File: src/rtl/f_d_reg_pkg.sv
// CPU-wide constants used by the F->D register. CP0, PC and the E/M/W
// registers import the same values.
//   EXC_W     : ExcCode width
//   EXC_ADEL  : ExcCode for a fetch address error
//   EXC_ENTRY : exception handler entry PC
//   PC_RESET  : PC after reset
//   IM_LO/HI  : inclusive legal instruction-memory window
package f_d_reg_pkg;
   localparam int unsigned EXC_W = 5;

   localparam logic [EXC_W-1:0] EXC_NONE = '0;
   localparam logic [EXC_W-1:0] EXC_ADEL = 5'd4;

   localparam logic [31:0] PC_RESET  = 32'h0000_3000;
   localparam logic [31:0] EXC_ENTRY = 32'h0000_4180;
   localparam logic [31:0] IM_LO     = 32'h0000_3000;
   localparam logic [31:0] IM_HI     = 32'h0000_6ffc;
endpackage

File: src/rtl/f_exc_check.sv
// Combinational fetch address check.
//   F_PC     in  32  fetch address
//   F_instr  in  32  IM data for F_PC
//   adel     out 1   misaligned or outside [IM_LO, IM_HI]
//   instr_ok out 32  F_instr, or 0 (nop) when adel
module f_exc_check
   import f_d_reg_pkg::*;
#(
   parameter logic [31:0] LO = IM_LO,
   parameter logic [31:0] HI = IM_HI
) (
   input  logic [31:0] F_PC,
   input  logic [31:0] F_instr,
   output logic        adel,
   output logic [31:0] instr_ok
);

   always_comb begin
      adel     = (F_PC[1:0] != 2'b00) | (F_PC < LO) | (F_PC > HI);
      instr_ok = adel ? '0 : F_instr;
   end

endmodule

File: src/rtl/f_d_reg.sv
// F->D pipeline register. Captures fetch PC/instruction, flags AdEL on
// the fetch, latches the delay-slot flag, and flushes on Req or eret.
//   clk, reset   clock, synchronous active-high reset
//   F_PC/F_instr fetch-stage PC and instruction
//   F_BD         F instruction is a branch delay slot
//   stall        hold all outputs
//   Req          CP0 exception request: flush to EXC_ENTRY
//   eret_flush   kill the fetched slot
//   D_*          registered outputs; D_valid=0 marks a bubble
module f_d_reg
   import f_d_reg_pkg::*;
#(
   parameter logic [31:0] RST_PC = PC_RESET,
   parameter logic [31:0] EXC_PC = EXC_ENTRY
) (
   input  logic             clk,
   input  logic             reset,
   input  logic [31:0]      F_PC,
   input  logic [31:0]      F_instr,
   input  logic             F_BD,
   input  logic             stall,
   input  logic             Req,
   input  logic             eret_flush,
   output logic [31:0]      D_PC,
   output logic [31:0]      D_instr,
   output logic [EXC_W-1:0] D_ExcCode,
   output logic             D_BD,
   output logic             D_valid
);

   logic        adel;
   logic [31:0] instr_ok;

   f_exc_check #(
      .LO (IM_LO),
      .HI (IM_HI)
   ) u_exc_check (
      .F_PC     (F_PC),
      .F_instr  (F_instr),
      .adel     (adel),
      .instr_ok (instr_ok)
   );

   // Priority: reset > Req > stall > eret_flush > load.
   // Stall leaves every output untouched, so a stalled eret flushes later.
   always_ff @(posedge clk) begin
      if (reset) begin
         D_PC      <= RST_PC;
         D_instr   <= '0;
         D_ExcCode <= EXC_NONE;
         D_BD      <= 1'b0;
         D_valid   <= 1'b0;
      end else if (Req) begin
         D_PC      <= EXC_PC;
         D_instr   <= '0;
         D_ExcCode <= EXC_NONE;
         D_BD      <= 1'b0;
         D_valid   <= 1'b0;
      end else if (!stall) begin
         if (eret_flush) begin
            D_PC      <= F_PC;
            D_instr   <= '0;
            D_ExcCode <= EXC_NONE;
            D_BD      <= 1'b0;
            D_valid   <= 1'b0;
         end else begin
            // BD is kept on AdEL so CP0 can form EPC = PC-4.
            D_PC      <= F_PC;
            D_instr   <= instr_ok;
            D_ExcCode <= adel ? EXC_ADEL : EXC_NONE;
            D_BD      <= F_BD;
            D_valid   <= 1'b1;
         end
      end
   end

endmodule

File: config.mk
export PLATFORM = sky130hd
export DESIGN_NAME = f_d_reg
export DESIGN_NICKNAME = d
export VERILOG_FILES = /design/src/rtl/f_d_reg_pkg.sv /design/src/rtl/f_exc_check.sv /design/src/rtl/f_d_reg.sv
export SDC_FILE = /design/constraint.sdc
export NUM_CORES = 1
export LEC_CHECK = 0
export CAP_MARGIN = 30
export CORE_ASPECT_RATIO = 1.1
export CORE_MARGIN = 3
export CORE_UTILIZATION = 41
export CTS_CLUSTER_SIZE = 28
export DETAILED_ROUTE_END_ITERATION = 8
export GPL_ROUTABILITY_DRIVEN = 0
export PLACE_DENSITY = 0.82
export SYNTH_ARGS = -nofsm -noshare
export SYNTH_HDL_FRONTEND = slang
export SYNTH_SLANG_ARGS = --single-unit
File: constraint.sdc
create_clock -name clk -period 4.4 [get_ports clk]
set_input_delay 1.1 -clock clk [delete_from_list [all_inputs] [get_ports clk]]
set_output_delay 1.1 -clock clk [all_outputs]
set_load 0.01 [all_outputs]
# After elaboration in Yosys (flattened, before gate mapping)
# Cells that the tools add are included.
dict set report word_totals {
  n_memories 0
  rom_bits 0
  ram_bits 0
  reg_bits 71
  elab_cells 21
  latchBits 0
  inputBits 70
}
dict set report classes {
  n_eq_ne 1
  n_div 0
  shifts 0
  reduce_logical 2
  multipliers 0
  bitwise 2
  n_lt_le_gt_ge 2
  add_sub_neg 0
  muxes 8
}
# op n
set op_table {}
lappend op_table {{32-bit 2-to-1 mux} 2}
lappend op_table {{32-bit by 15-bit greater-than comparator with 1-bit output (second input constant)} 1}
lappend op_table {{32-bit by 14-bit less-than comparator with 1-bit output (second input constant)} 1}
lappend op_table {{15-bit 2-to-1 mux} 2}
lappend op_table {{3-bit 2-to-1 mux} 2}
lappend op_table {{1-bit 2-to-1 mux} 2}
lappend op_table {{2-bit by 1-bit != test with 1-bit output (second input constant)} 1}
lappend op_table {{1-bit bitwise OR} 2}
lappend op_table {{2-bit nonzero test} 1}
lappend op_table {{2-bit OR reduction} 1}

# Logic depth before layout (Yosys ltp)
# Gate-level depths: netlist of the first run.
dict set report depth {
  depth_word 5
  depth_mapped 5
  mapped_depth_nobuf 4
}

# Cells and area by module
# From an unflattened synthesis of the first run, not the netlist that was laid out.
dict set report unflattened {
  cells_unflattened 315
  area_unflattened_um2 3171.8
}
# module cells_each area_each_um2 n_inst seq_area_each_um2
set by_module_without_submodules {}
lappend by_module_without_submodules {f_d_reg 264 2565.0 1 1341.3}
lappend by_module_without_submodules {f_exc_check 51 606.8 1 0.0}

# Worst setup path after synthesis of the first run
# No wires, ideal clock.
dict set report synth_timing {
  path_kind {in2reg}
  from {input F_PC[0]}
  to {register D_instr[11]}
  path_buffers 1
  t_required_ns 4.333
  path_slack_ns 2.003
  setup_time_ns 0.067
  t_arrival_ns 2.330
  cell_stages 5
  cell_sequence {nor4_1 -> nand4_1 -> or4_4 -> buf_6 -> o21ai_2}
}
dict set report synth_via {
  elab_chain_cells 5
  word_cells_on_any_way 7
  classes_between {order compare: 2; mux: 2; bitwise: 2; reduce/logical: 1}
}
# element line
set synth_lines {}
lappend synth_lines {{start, declared} f_d_reg.sv:18} ;# input logic [31:0] F_PC,
lappend synth_lines {{32-bit by 14-bit less-than comparator with 1-bit output or 2-bit nonzero test (tied branches)} f_exc_check.sv:19} ;# adel = (F_PC[1:0] != 2'b00) | (F_PC < LO) | (F_PC > HI);
lappend synth_lines {{1-bit bitwise OR} f_exc_check.sv:19}
lappend synth_lines {{1-bit bitwise OR (*)} f_exc_check.sv:19}
lappend synth_lines {{32-bit 2-to-1 mux (*)} f_exc_check.sv:20} ;# instr_ok = adel ? '0 : F_instr;
lappend synth_lines {{32-bit 2-to-1 mux (*)} f_d_reg.sv:60} ;# if (eret_flush) begin
lappend synth_lines {{end signal, assigned} f_d_reg.sv:69} ;# D_instr <= instr_ok;
lappend synth_lines {{end, declared} f_d_reg.sv:25} ;# output logic [31:0] D_instr,
# Mark *: on every way between the ends. The rest lies on a longest branch, timed or not.
# A chain may end at the register's enable or synchronous reset.

# Final worst setup path of the first run
dict set report layout_timing {
  from {input F_PC[0]}
  to {register D_instr[1]}
}
# The elaborated chain is that of the path after synthesis.

==> impl_metrics.py, run 1 <==
metrics = {
    "route": {
        "met2_length_mm": 3.251,
        "drc": 0,
        "wl_met3_um": 810,
        "drtIter0Drc": 73,
        "drt_pass1_iterations": 4,
        "top_layer_used": "met4",
        "via_per_inst": 5.067,
        "met1_length_mm": 2.915,
        "wl_per_cell_um": 14.46,
        "finalWirelength_mm": 7.071,
        "ant_nets": 0,
        "vias": 2478,
    },
    "placement": {
        "dpl.hpwl_mm": 5.090,
        "io_buffers": 136,
        "placed_area_um2": 4061,
        "dp_slack_ps": 1070,
    },
    "grt": {
        "grt_antenna_before_repair": 0,
        "grt_max_degree": 66,
        "grt_pass1_vias": 2388,
        "track_usage_pct": 18.81,
        "overflow": 0,
        "grt_pass1_wl_mm": 11.61,
    },
    "logic_synthesis": {
        "synth-adder-area-share_pct": 0,
        "ys_seq_area_share_pct": 49.56,
        "yosysUniqueCellTypes": 26,
        "syn_area_um2": 2706,
        "ys_ff_latch": 67,
        "synth.avg_cell_area_um2": 9.700,
        "synth_top_family_by_area": "simple AND/OR/NAND/NOR gates",
        "synthTopCellsByArea": "dfxtp_1, mux2i_1, nand3b_1",
        "synth.area.mux_share_pct": 10.73,
        "yosysWarnings": 0,
        "yosys.area_share.simple_pct": 22.65,
        "synth_compound_area_share_pct": 11.56,
        "synth-xor-area-share_pct": 0,
        "synthCells": 279,
        "yosysTopAreaCell": "dfxtp_1",
        "synth_top_area_share_pct": 49.56,
    },
    "die": {
        "design.die.area_um2": 7613,
        "initial_core_util_pct": 43.17,
        "core-area_um2": 6269,
        "die_w_um": 83.47,
        "num_rows": 30,
        "die_h_um": 91.21,
        "ios": 141,
    },
    "critical_path": {
        "required_ps": 4640,
        "crit_chain": "clkdlybuf4s50_1, nor4_1, nand4_1, or4_4, o21ai_0",
        "cp_top_family": "simple AND/OR/NAND/NOR gates",
        "max_stage_delay_ps": 800,
        "cp-start-kind": "primary input",
        "critPathKind": "primary input to register",
        "critical_path.slowest_cell": "or4_4",
        "critPathBufInv": 1,
        "arrival_ps": 3230,
        "critPathMaxFanout": 32,
        "endpoint_kind": "register",
    },
    "sta": {
        "setup_ws_ps": 1418,
        "worst-slew-pin-transition_ps": 689.0,
        "final.setup.tns_ps": 0,
        "period_minus_slack_ps": 2982,
        "fin_crit_sh_pct": 67.78,
        "finalMaxSlewViolations": 0,
        "slew_headroom_pct": 54.07,
        "setup_viol": 0,
        "hold_viol": 0,
        "clock_skew_ps": 0,
        "fmax_mhz": 335.3,
        "rsz0062_at_grt": "no",
    },
    "power_and_ir_drop": {
        "ir_worst_vdd_uv": 247.4,
        "totalPowerFinal_mw": 1.285,
        "p_leak_nw": 1.551,
        "power_density_nw_per_um2": 301.9,
    },
    "clock_tree": {
        "cts_resized": 0,
        "cts_tree": "built",
        "cts_hold_buf": 0,
        "postCtsSetupBuffers": 0,
        "cts-root-buf": "clkbuf_8",
        "cts_buffers": 9,
        "clk_latency_ps": 320,
        "htree_levels": 3,
        "clk_pin_slew_worst_paths_ps": 70,
        "clock_sinks": 67,
        "cts_max_path_buffers": 2,
    },
    "finish": {
        "fillers": 493,
        "final_area_um2": 4254,
        "area_growth_pct": 57.19,
        "diodes": 0,
        "drive_gt1_share_pct": 11.00,
        "nets": 474,
    },
    "min_path": {
        "min_path_type": "register to register",
    },
    "job": {
        "drv_cap": 0,
    },
    "outcome": {
        "outcome": "completed",
    },
}
kinds of logic (layout without fill, tap and decap cells):
family / after synthesis / in the layout
AO/OA/AOI/OAI: 42 / 42
flip-flops: 67 / 67
other: 1 / 4
multiplexers: 29 / 29
buffers and inverters: 28 / 155
AND/OR/NAND/NOR: 112 / 112
synth_stat cells:
master,instances
dfxtp_1,67
o21ai_0,2
nand3_1,33
nand3b_1,32
nor4_1,4
o21bai_1,2
buf_1,1
or4_4,1
buf_6,3
buf_4,4
conb_1,1
nor2_1,34
nand2_1,2
nor2b_1,3
nand4_1,1
clkbuf_1,18
nor3_1,1
buf_2,2
a22oi_1,1
o31ai_1,1
a211oi_1,4
or2_2,1
mux2i_1,29
a21oi_1,2
o21ai_2,22
o21ai_1,8
layout make-up:
class	instances	area, µm²	area share [%]
Tap cell	80	100.1	2.353
Sequential cell	67	1341	31.53
Timing Repair Buffer	139	1381	32.47
Clock buffer	10	137.6	3.235
Multi-Input combinational cell	187	1239	29.12
Clock inverter	6	55.05	1.294
cells in the final DEF, fill, tap and decap left out, types with 5 or more instances in the layout:
cell,netlist,layout
clkbuf_8,0,10
nand3b_1,32,32
clkdlybuf4s50_1,0,135
nor2_1,34,33
mux2i_1,29,29
clkinv_2,0,5
o21ai_1,8,8
dfxtp_1,67,67
nand3_1,33,33
o21ai_2,22,22
state kept, by name, indices dropped and copies added (netlist names):
register,flops
D_PC,32
D_instr,32
D_BD,1
D_ExcCode,1
D_valid,1
stage by stage:
step | utilization (%) | std cells | hold slack [ps]
after floorplan | - | 282 | 485.7
after global placement | 64.79 | 473 | 454.3
after detailed placement | 64.79 | 473 | 467.4
after CTS | 67.86 | 489 | 478.0
after global routing | 67.86 | 489 | 502.7
final | 67.86 | 489 | 475.8
where the power goes:
part / switching [mW] / internal [mW]
clock: 0.220 / 0.272
sequential: 0.00647 / 0.619
combinational: 0.0676 / 0.0995
total: 0.294 / 0.990
path summary, 6_finish.rpt:
check                            endpoint  slack, ps  cells after the start               startpoint
setup / recovery  D_instr[1]$_SDFFE_PP0N_       1420                      5                  F_PC[0]
hold / removal    D_instr[2]$_SDFFE_PP0N_        480                      2  D_instr[2]$_SDFFE_PP0N_
hold reg to reg   D_instr[2]$_SDFFE_PP0N_        480                      2  D_instr[2]$_SDFFE_PP0N_
setup reg to reg     D_PC[8]$_SDFFE_PP0P_       3650                      2     D_PC[8]$_SDFFE_PP0P_
routing by layer:
metal  up-vias  GRT usage [%]
met5         -              0
met4         0          7.641
met3        10          8.348
met2       114          29.95
met1      1126          22.14
li1       1228              -
worst register-to-register path, cell delays in order (launching register included):
cell and delay, ps:
dfxtp_1 320, a211oi_1 240, nor2_1 70
No activity file was read; power rests on OpenSTA's default activity.
==> run 2, diff against run 1 <==
CORE_UTILIZATION = 36   (was 41)
PLACE_DENSITY = 0.76   (was 0.82)
clock period = 2.7 ns   (was 4.4 ns; I/O delays follow)
==> run 2 against run 1 <==
  * Count of clock-buffer cells in the layout rose by 3
  * First-iteration DRC count fell by 30%
  * Power increased by 70%
  * Sequential power increased by 63%
  * Critical path depth up 1
  * Non-clock buffer count is 3 higher
  * Hold slack worse by 11 ps
  * Critical endpoint is now D_instr[0]$_SDFFE_PP0N_
  * Largest power group unchanged
  * Highest routed layer unchanged
==> impl_metrics.py, run 2 (same netlist as run 1, synthesis figures left out) <==
metrics = {
    "sta": {
        "setup_viol": 0,
        "clock_skew_ps": 0,
        "hold_viol": 0,
        "fmax_mhz": 433.4,
        "period_minus_slack_ps": 2307,
        "fin_crit_sh_pct": 85.45,
        "slew_headroom_pct": 62.05,
        "final.setup.tns_ps": 0,
        "finalMaxSlewViolations": 0,
        "rsz0062_at_grt": "no",
        "setup_ws_ps": 392.7,
        "worst-slew-pin-transition_ps": 569.3,
    },
    "power_and_ir_drop": {
        "ir_worst_vdd_uv": 299.7,
        "p_leak_nw": 1.574,
        "swShare_pct": 21.42,
        "p_sw_mw": 0.4679,
        "power_density_nw_per_um2": 505.1,
        "p_int_mw": 1.716,
        "seq_power_share_pct": 46.6,
        "totalPowerFinal_mw": 2.184,
        "pwr-share-comb_pct": 12.6,
        "p_clk_share_pct": 40.7,
    },
    "finish": {
        "diodes": 0,
        "final_common_cell": "clkdlybuf4s50_1",
        "layout_common_cells": "clkdlybuf4s50_1, dfxtp_1, nor2_1, nand3_1, nand3b_1",
        "drive_gt1_share_pct": 10.71,
        "area_growth_pct": 59.78,
        "fillers": 616,
        "nets": 477,
        "top_regs": "D_PC: 32 flops, D_instr: 32 flops",
    },
    "critical_path": {
        "r2r_setup_slack_ps": 1990,
        "crit_chain": "clkdlybuf4s50_1, nor4_1, nand4_1, or4_4, buf_12, o21ai_0",
        "cp-start-kind": "primary input",
        "endpoint_kind": "register",
        "worstRegToRegCells": 2,
        "critPathKind": "primary input to register",
        "arrival_ps": 2560,
        "r2r-end": "D_PC[7]$_SDFFE_PP0P_",
        "critPathMaxFanout": 32,
        "critical_path.slowest_cell": "or4_4",
        "critPathBufInv": 2,
        "cp.depth": 6,
        "r2r-start": "D_PC[7]$_SDFFE_PP0P_",
        "required_ps": 2960,
        "max_stage_delay_ps": 560,
        "worstSetupStartpoint": "F_PC[22]",
        "cp_top_family": "simple AND/OR/NAND/NOR gates",
        "crit_end": "D_instr[0]$_SDFFE_PP0N_",
    },
    "die": {
        "initial_core_util_pct": 37.76,
        "die_h_um": 96.94,
        "ios": 141,
        "die_w_um": 88.67,
        "num_rows": 32,
        "core-area_um2": 7167,
        "design.die.area_um2": 8595,
    },
    "route": {
        "drtIter0Drc": 51,
        "met2_length_mm": 3.102,
        "finalWirelength_mm": 6.899,
        "wl_per_cell_um": 13.91,
        "drc": 0,
        "top_layer_used": "met4",
        "via_per_inst": 4.895,
        "drt_pass1_iterations": 5,
        "vias": 2428,
        "wl_met3_um": 759,
        "ant_nets": 0,
        "met1_length_mm": 2.968,
    },
    "grt": {
        "grt_antenna_before_repair": 0,
        "grt_pass1_vias": 2320,
        "overflow": 0,
        "grt_pass1_wl_mm": 11.11,
        "track_usage_pct": 16.04,
        "grt_max_degree": 65,
    },
    "clock_tree": {
        "htree_levels": 3,
        "cts_buffers": 9,
        "clk_pin_slew_worst_paths_ps": 70,
        "clk_latency_ps": 320,
        "cts_tree": "built",
        "cts-root-buf": "clkbuf_8",
        "cts_max_path_buffers": 2,
        "cts_hold_buf": 0,
        "cts_resized": 0,
        "clock_sinks": 67,
        "postCtsSetupBuffers": 0,
    },
    "job": {
        "drv_cap": 0,
    },
    "placement": {
        "dp_slack_ps": 21.52,
        "dpl.hpwl_mm": 4.972,
        "io_buffers": 136,
    },
    "min_path": {
        "min_path_type": "register to register",
    },
    "outcome": {
        "outcome": "completed",
    },
}
==> run 2: changes by cell type in the layout (fill, tap and decap cells not counted) <==
| cell | previous run | this run |
|---|---|---|
| buf_12 | 0 | 2 |
| clkbuf_1 | 0 | 3 |
| bufinv_16 | 1 | 2 |
| clkinv_2 | 5 | 0 |
| buf_4 | 4 | 5 |
==> run 2: layout make-up <==
type | instances | area (µm²) | share of cell area [%]
well taps | 85 | 106.4 | 2.459
multi-input cells | 187 | 1239 | 28.65
clock inverters | 2 | 60.06 | 1.389
repair buffers | 142 | 1429 | 33.04
flip-flops and latches | 67 | 1341 | 31.02
clock buffers | 13 | 148.9 | 3.443
==> run 2: stage by stage <==
stage / instance area, µm² / utilization [%] / std cells / hold slack (ps)
6_report: 4324 / 60.34 / 496 / 465.3
5_1_grt: 4324 / 60.34 / 496 / 486.3
4_1_cts: 4324 / 60.34 / 496 / 467.0
3_5_place_dp: 4115 / 57.42 / 481 / 458.4
3_3_place_gp: 4115 / 57.42 / 481 / 451.7
2_1_floorplan: 2718 / - / 282 / 485.7
==> run 2: worst min-delay path, stage by stage, from the launching register on <==
cell and delay, ps:
dfxtp_1 310, nand2_1 60, a21oi_1 50
==> run 2: power by group through the flow <==
stage | logic, mW | clock network, mW | registers, mW
4_1_cts | 0.279 | 0.913 | 1.02
6_report | 0.276 | 0.889 | 1.02
3_5_place_dp | 0.277 | 0 | 1.04
2_1_floorplan | 0.104 | 0 | 1.05
3_3_place_gp | 0.276 | 0 | 1.04
5_1_grt | 0.300 | 0.952 | 1.02
==> run 2: per-layer routing <==
layer,global-route usage [%],vias to the layer above
met5,0,-
met4,6.279,0
met3,6.729,7
met2,23.71,103
met1,20.47,1091
li1,-,1227
==> run 2: worst min path at each step <==
stage	from	endpoint	slack, ps	depth (start not counted)
global route	D_ExcCode[2]$_SDFFE_PP0N_	D_ExcCode[2]$_SDFFE_PP0N_	490	2
global placement	D_ExcCode[2]$_SDFFE_PP0N_	D_ExcCode[2]$_SDFFE_PP0N_	450	2
floorplan	D_ExcCode[2]$_SDFFE_PP0N_	D_ExcCode[2]$_SDFFE_PP0N_	490	2
detailed placement	D_ExcCode[2]$_SDFFE_PP0N_	D_ExcCode[2]$_SDFFE_PP0N_	460	2
CTS	D_ExcCode[2]$_SDFFE_PP0N_	D_ExcCode[2]$_SDFFE_PP0N_	470	2
finish	D_ExcCode[2]$_SDFFE_PP0N_	D_ExcCode[2]$_SDFFE_PP0N_	470	2
==> run 3, diff against run 2 <==
GPL_ROUTABILITY_DRIVEN = unset   (was 0)
==> results of run 3 <==
The final DEF is identical to that of run 2; final timing and power are the same.
